### config.mk
export PLATFORM = sky130hd
export DESIGN_NAME = memory_access_stage
export DESIGN_NICKNAME = d
export VERILOG_FILES = /design/src/rtl/memory_access_stage.sv
export SDC_FILE = /design/constraint.sdc
export NUM_CORES = 1
export LEC_CHECK = 0
export BUFFER_PORTS_ARGS = -buffer_cell sky130_fd_sc_hd__clkbuf_2
export CORE_ASPECT_RATIO = 1.4
export CORE_MARGIN = 1.5
export CORE_UTILIZATION = 52
export DETAILED_ROUTE_END_ITERATION = 8
export GPL_TIMING_DRIVEN = 0
export HOLD_SLACK_MARGIN = 0.06
export PLACE_DENSITY = 0.86
export RECOVER_POWER = 100
export SYNTH_ARGS = -nofsm -noshare
export SYNTH_HDL_FRONTEND = slang
export SYNTH_SLANG_ARGS = --single-unit
### constraint.sdc
create_clock -name clk_i -period 5.4 [get_ports clk_i]
set_input_delay 0.54 -clock clk_i [delete_from_list [all_inputs] [get_ports clk_i]]
set_output_delay 0.54 -clock clk_i [all_outputs]
set_load 0.02 [all_outputs]
### src/rtl/memory_access_stage.sv
// MEM stage: consumes the EX/MEM bundle, runs load/store transactions on the
// data-memory req/ack bus and drives the registered MEM/WB bundle.
module memory_access_stage #(
    parameter int TIMEOUT_CYCLES = 16,
    parameter int CNT_W          = 5
) (
    input  logic        clk_i,
    input  logic        reset_i,
    input  logic        em_reg_write_i,
    input  logic        em_mem_read_i,
    input  logic        em_mem_write_i,
    input  logic [1:0]  em_dmem_to_reg_i,
    input  logic [2:0]  em_funct3_i,
    input  logic [31:0] em_pc_new_i,
    input  logic [4:0]  em_write_addr_reg_i,
    input  logic [31:0] em_alu_result_i,
    input  logic [31:0] em_read_data2_i,
    output logic        dmem_req_o,
    output logic        dmem_we_o,
    output logic [31:0] dmem_addr_o,
    output logic [3:0]  dmem_be_o,
    output logic [31:0] dmem_wdata_o,
    input  logic        dmem_ack_i,
    input  logic [31:0] dmem_rdata_i,
    output logic        stall_o,
    output logic        mw_reg_write_o,
    output logic [4:0]  mw_write_addr_reg_o,
    output logic [31:0] mw_wb_data_o,
    output logic        misalign_o,
    output logic        bus_err_o
);

    typedef enum logic [0:0] {IDLE, ACCESS} state_t;

    state_t state_q, state_d;
    logic [CNT_W-1:0] cnt_q, cnt_d;

    // Transaction registers captured when an access is launched
    logic [31:0] addr_q;
    logic        we_q;
    logic [3:0]  be_q;
    logic [31:0] wdata_q;
    logic [2:0]  funct3_q;
    logic        reg_write_q;
    logic [4:0]  rd_q;
    logic [1:0]  wb_sel_q;

    logic        mem_op;
    logic        size_byte;
    logic        size_half;
    logic        aligned;
    logic [3:0]  be_new;
    logic [31:0] wdata_new;
    logic        timeout_hit;
    logic        latch_en;

    logic        mw_reg_write_d;
    logic [4:0]  mw_rd_d;
    logic [31:0] mw_wb_d;
    logic        misalign_d;
    logic        bus_err_d;

    // Pick the byte/half addressed by the low address bits and extend it;
    // any size code that is not B/H/BU/HU returns the whole word.
    function automatic logic [31:0] load_extract(input logic [31:0] word,
                                                 input logic [2:0]  f3,
                                                 input logic [1:0]  off);
        logic [31:0] shifted;
        shifted = word >> {off, 3'b000};
        case (f3)
            3'b000:  load_extract = {{24{shifted[7]}}, shifted[7:0]};
            3'b001:  load_extract = {{16{shifted[15]}}, shifted[15:0]};
            3'b100:  load_extract = {24'b0, shifted[7:0]};
            3'b101:  load_extract = {16'b0, shifted[15:0]};
            default: load_extract = word;
        endcase
    endfunction

    function automatic logic [31:0] wb_select(input logic [1:0]  sel,
                                              input logic [31:0] alu,
                                              input logic [31:0] ld,
                                              input logic [31:0] pc);
        case (sel)
            2'd1:    wb_select = ld;
            2'd2:    wb_select = pc;
            default: wb_select = alu;
        endcase
    endfunction

    assign mem_op    = em_mem_read_i | em_mem_write_i;
    assign size_byte = (em_funct3_i[1:0] == 2'b00);
    assign size_half = (em_funct3_i[1:0] == 2'b01);
    assign aligned   = size_byte
                     | (size_half & ~em_alu_result_i[0])
                     | (~size_byte & ~size_half & (em_alu_result_i[1:0] == 2'b00));
    assign timeout_hit = (cnt_q == CNT_W'(TIMEOUT_CYCLES - 1));

    // Byte enables and lane-replicated store data for the incoming access
    always_comb begin
        be_new    = 4'b1111;
        wdata_new = em_read_data2_i;
        if (size_byte) begin
            be_new    = 4'b0001 << em_alu_result_i[1:0];
            wdata_new = {4{em_read_data2_i[7:0]}};
        end else if (size_half) begin
            be_new    = 4'b0011 << {em_alu_result_i[1], 1'b0};
            wdata_new = {2{em_read_data2_i[15:0]}};
        end
    end

    // Next-state, stall and MEM/WB next-value logic; a bubble is the default
    always_comb begin
        state_d        = state_q;
        cnt_d          = cnt_q;
        stall_o        = 1'b0;
        latch_en       = 1'b0;
        mw_reg_write_d = 1'b0;
        mw_rd_d        = 5'd0;
        mw_wb_d        = 32'd0;
        misalign_d     = 1'b0;
        bus_err_d      = 1'b0;
        case (state_q)
            IDLE: begin
                cnt_d = '0;
                if (mem_op) begin
                    if (aligned) begin
                        stall_o  = 1'b1;
                        latch_en = 1'b1;
                        state_d  = ACCESS;
                    end else begin
                        misalign_d = 1'b1;
                    end
                end else begin
                    mw_reg_write_d = em_reg_write_i;
                    mw_rd_d        = em_write_addr_reg_i;
                    mw_wb_d        = wb_select(em_dmem_to_reg_i, em_alu_result_i,
                                               load_extract(dmem_rdata_i, em_funct3_i,
                                                            em_alu_result_i[1:0]),
                                               em_pc_new_i);
                end
            end
            ACCESS: begin
                if (dmem_ack_i) begin
                    state_d        = IDLE;
                    cnt_d          = '0;
                    mw_reg_write_d = reg_write_q & ~we_q;
                    mw_rd_d        = rd_q;
                    mw_wb_d        = wb_select(wb_sel_q, addr_q,
                                               load_extract(dmem_rdata_i, funct3_q,
                                                            addr_q[1:0]),
                                               em_pc_new_i);
                end else if (timeout_hit) begin
                    state_d   = IDLE;
                    cnt_d     = '0;
                    bus_err_d = 1'b1;
                end else begin
                    stall_o = 1'b1;
                    cnt_d   = cnt_q + CNT_W'(1);
                end
            end
            default: state_d = IDLE;
        endcase
    end

    // State register and timeout counter
    always_ff @(posedge clk_i or posedge reset_i) begin
        if (reset_i) begin
            state_q <= IDLE;
            cnt_q   <= '0;
        end else begin
            state_q <= state_d;
            cnt_q   <= cnt_d;
        end
    end

    // Capture the transaction so the bus stays stable for the whole access
    always_ff @(posedge clk_i or posedge reset_i) begin
        if (reset_i) begin
            addr_q      <= 32'd0;
            we_q        <= 1'b0;
            be_q        <= 4'd0;
            wdata_q     <= 32'd0;
            funct3_q    <= 3'd0;
            reg_write_q <= 1'b0;
            rd_q        <= 5'd0;
            wb_sel_q    <= 2'd0;
        end else if (latch_en) begin
            addr_q      <= em_alu_result_i;
            we_q        <= em_mem_write_i;
            be_q        <= be_new;
            wdata_q     <= wdata_new;
            funct3_q    <= em_funct3_i;
            reg_write_q <= em_reg_write_i;
            rd_q        <= em_write_addr_reg_i;
            wb_sel_q    <= em_dmem_to_reg_i;
        end
    end

    // MEM/WB register and the single-cycle error pulses
    always_ff @(posedge clk_i or posedge reset_i) begin
        if (reset_i) begin
            mw_reg_write_o      <= 1'b0;
            mw_write_addr_reg_o <= 5'd0;
            mw_wb_data_o        <= 32'd0;
            misalign_o          <= 1'b0;
            bus_err_o           <= 1'b0;
        end else begin
            mw_reg_write_o      <= mw_reg_write_d;
            mw_write_addr_reg_o <= mw_rd_d;
            mw_wb_data_o        <= mw_wb_d;
            misalign_o          <= misalign_d;
            bus_err_o           <= bus_err_d;
        end
    end

    assign dmem_req_o   = (state_q == ACCESS);
    assign dmem_we_o    = dmem_req_o & we_q;
    assign dmem_addr_o  = {addr_q[31:2], 2'b00};
    assign dmem_be_o    = be_q;
    assign dmem_wdata_o = wdata_q;

endmodule

# ---- After elaboration in Yosys (flattened, before gate mapping)
# Cells that the tools add are included.
dict set report op_classes {
  add_sub_neg 1
  n_eq_ne 12
  n_shift 4
  muxes 32
  n_bitwise 13
  n_reduce_logical 4
}
# operator count
set ops {}
lappend ops {{$pmux W32 S4} 2}
lappend ops {{$pmux W32 S2} 3}
lappend ops {{$mux W32} 4}
lappend ops {{$shr A32 B5 Y16} 2}
lappend ops {{$mux W5} 4}
lappend ops {{$pmux W5 S2} 2}
lappend ops {{$mux W1} 13}
lappend ops {{$eq A3 B3 Y1 const B} 4}
lappend ops {{$mux W4} 2}
lappend ops {{$eq A2 B1 Y1 const B} 3}
lappend ops {{$eq A3 B1 Y1 const B} 2}
lappend ops {{$logic_not A3 Y1} 2}
lappend ops {{$add A5 B1 Y5 const B} 1}
lappend ops {{$and A1 B1 Y1} 5}
lappend ops {{$eq A5 B4 Y1 const B} 1}
lappend ops {{$not A1 Y1} 5}
lappend ops {{$eq A2 B2 Y1 const B} 2}
lappend ops {{$logic_not A2 Y1} 2}
lappend ops {{$pmux W1 S2} 2}
lappend ops {{$shl A1 B2 Y4 const A} 1}
lappend ops {{$shl A2 B2 Y4 const A} 1}
lappend ops {{$or A1 B1 Y1} 3}
dict set report totals {
  register_bits 126
  in_bits 144
  out_inout_bits 111
  word_cells 81
}

# ---- Longest topological paths before layout
dict set report logic_depth {
  depth_word 8
  depth_mapped 8
  depth_no_buf 6
}

# ---- Worst setup path after synthesis
# OpenSTA, ideal clock, no wires.
dict set report synth_path {
  kind {register to output}
  start {register state_q, in the netlist dmem_req_o}
  end {output stall_o}
  t_arrival_ns 1.614
  t_required_ns 4.860
  slack_ns 3.246
  stages_incl_launch_ff 7
  n_path_buf 3
  path_cell_list {dfrtp_1 clkbuf_1 o21ba_2 nand3_1 buf_2 buf_2 nand2_1}
}
dict set report synth_between {
  elab_chain_len 2
}
# element line_no
set synth_rtl {}
lappend synth_rtl {{from (decl)} 35} ;# state_t state_q, state_d;
lappend synth_rtl {{from (signal assigned)} 171} ;# state_q <= state_d;
lappend synth_rtl {{$not A1 Y1} -}
lappend synth_rtl {{$pmux W1 S2 (*)} 122} ;# case (state_q)
lappend synth_rtl {{to (decl)} 25} ;# output logic stall_o,
# Every way passes the cells marked *; elsewhere a longest branch is shown, timed or not.

# ---- Worst setup path in the final report
# Ends and elaborated chain as after synthesis.

==> results_dict.tcl <==
set metrics [dict create \
    power_frac_clock 0.266 \
    multi_input_area_mm2 0.00442 \
    synth_ff_type "dfrtp_1" \
    power.internal_mw 2.43 \
    status "finished with violations" \
    die_w_um 109 \
    yosysTopAreaCell "dfrtp_1" \
    cts_tree "done" \
    final_cell_mix "clkbuf_1, clkbuf_2, dfrtp_1, o21ai_0, nand2_1" \
    area_delta_synth_final_pct 23.2 \
    routedWlPerCell_um 22.9 \
    insertedDiodeCount 0 \
    avgSynthCellArea_um2 9.43 \
    clock_sink_count 126 \
    period_minus_slack_ns 3.63 \
    failed_checks "max-capacitance violations, max-slew violations" \
    dpl.hpwl_mm 22.8 \
    clock_latency_ns 0.44 \
    synth_top_cell_area_share 0.383 \
    layout.cells.non_filler 1352 \
    hold_slack_ns 0.342 \
    globalplace.congestion 1.03 \
    fin_setup_tns_ns 0 \
    syn_inst 873 \
    final-max-slew-violation-count 129 \
    cts_buffers 17 \
    drtPass1Iterations 7 \
    p_per_area_mw_per_mm2 413 \
    regArea_mm2 0.00315 \
    p_switching_mw 1.76 \
    critPathMaxFanout 10 \
    fin_crit_sh 0.672 \
    place.port_buffers 249 \
    wirelength_mm 30.9 \
    vias 8793 \
    setup_viol 0 \
    cts_buffer_depth 2 \
    r2r_start "dmem_req_o" \
    initial_core_util 0.530 \
    grt_max_degree 69 \
    rows 54 \
    fin_skew_ns 0.00572 \
    yosysWarnings 0 \
    cts_hold_buf 0 \
    synth_area_mm2 0.00823 \
    seq_area_frac_synth 0.383 \
    grt_usage 0.375 \
    synth-seq-cells 126 \
    post_cts_buffers 0 \
    overflow 0 \
    pwr-share-seq 0.320 \
    drive_above_1_share 0.240 \
    die_h_um 152 \
    fillers 1352 \
    post_cts_resized 0 \
    first_iter_violations 1000 \
    async_flop_share 1.00 \
    synth-edff-count 0 \
    worst_pin_slew_ns 2.61 \
    peakVddDrop_mv 0.269 \
    stdcell_area_mm2 0.0101 \
    ys_types 63 \
    drtAntennaViolNets 0 \
    p_sw_frac 0.420 \
    fin_nets 1292 \
    dpl.cell_count 1320 \
    clkTransAtPathRegs_ns 0.06 \
    leakagePower_nw 4.35 \
    fmax_ghz 0.276 \
    post-route-drc-count 0 \
    worst_setup_path_end_kind "primary output" \
    post_dp_cell_area_mm2 0.00976 \
    h-tree-depth 4 \
    worst-setup-path-type "reg2out" \
    vias_per_cell 6.50 \
    hold_viol_final 0 \
    crit_path_start_kind "register" \
    hold_path.class "in2reg" \
    slew_headroom -0.751 \
    core-area_mm2 0.0155 \
    combinationalPowerShare 0.414 \
    min_from "em_write_addr_reg_i[1]" \
    grt_pass1_vias 8926 \
    io_pins 255 \
    cp.required_ns 4.86 \
    grt_antenna_before_repair 0 \
    rsz0062_at_grt "no" \
    critical_path_arrival_ns 3.09 \
    final_common_cell "clkbuf_1" \
    critPathLaunch "dmem_req_o" \
    grt_pass1_wl_mm 47.4 \
    cts_root_buf "clkbuf_16" \
    die-area_mm2 0.0166 \
    yosys-top-cells-area "dfrtp_1, mux2_2, mux2i_1" \
    max_cap_viol_count 2 \
]
[metal layers]
metal | GRT usage | wire length, um | vias up
met2 | 0.611 | 15000 | 674
met5 | 0 | 0 | -
li1 | - | - | 3844
met4 | 0.213 | 1610 | 0
met1 | 0.442 | 11000 | 4128
met3 | 0.0927 | 3300 | 147
[metrics by stage]
stage	util	worst slack [ns]	power, mW
after floorplan	-	1.50	2.49
after global placement	0.626	0.145	3.06
after detailed placement	0.628	2.59	3.10
after CTS	0.664	2.26	4.22
after global routing	0.653	1.39	4.38
final	0.653	1.77	4.19
[synth_stat cells, drive strengths merged (14+ instances only)]
master	n
nor2b	38
mux2	46
mux2i	43
o2111ai	14
dfrtp	126
a21oi	21
a222oi	16
o21ai	84
buf	57
nand2b	17
clkbuf	57
o32ai	25
nor4	16
nor2	22
nand3b	25
a22o	36
nand2	73
o211ai	19
inv	18
[power groups by stage]
stage	clock [mW]	sequential, mW	combinational, mW
5_1_grt	1.17	1.36	1.85
6_report	1.12	1.34	1.74
2_1_floorplan	0	1.47	1.02
4_1_cts	1.12	1.33	1.76
3_3_place_gp	0	1.34	1.72
3_5_place_dp	0	1.35	1.75
[sequential cells by signal, summed over array words and instances (netlist names), 2 cells and up]
register             count
mw_wb_data_o            32
wb_sel_q                 2
funct3_q                 3
dmem_wdata_o            32
mw_write_addr_reg_o      5
cnt_q                    5
dmem_be_o                4
rd_q                     5
addr_q                  32
[layout make-up]
class,count,area share
inverter,20,0.00752
sequential,126,0.311
clock inverter,15,0.0138
multi-input combinational,614,0.436
tap,196,0.0242
clock buffer,17,0.0419
timing repair buffer,250,0.110
buffer,114,0.0562
[worst paths after layout]
| kind | slack [ns] | cells past startpoint | to |
|---|---|---|---|
| worst min-delay path | 0.34 | 2 | mw_write_addr_reg_o[1] |
| worst max-delay path | 1.77 | 7 | stall_o |
| max in group asynchronous | 2.08 | 3 | addr_q[29] |
| worst max register to register | 2.35 | 5 | mw_wb_data_o[8] |
| worst min register to register | 0.45 | 1 | bus_err_o |
| min in group asynchronous | 0.80 | 2 | mw_reg_write_o |
[logic make-up after synthesis]
group                      after synthesis  synth area share
AOI/OAI and AO/OA                      289             0.262
and+or+nand+nor                        226             0.147
buffers and inverters                  134            0.0801
DFF                                    126             0.383
muxes                                   90             0.118
adders and majority gates                5           0.00760
xor gates and xnor gates                 2           0.00213
other                                    1          0.000455
[worst max-delay path: stages, from the launching register on]
cell,delay [ns]
dfrtp_1,0.38
clkbuf_1,0.31
o21ba_1,0.26
nand3_1,0.32
clkbuf_1,0.59
clkbuf_1,0.42
nand2_1,0.16
clkbuf_1,0.20
Note: power is estimated with default switching activity, not from simulation.
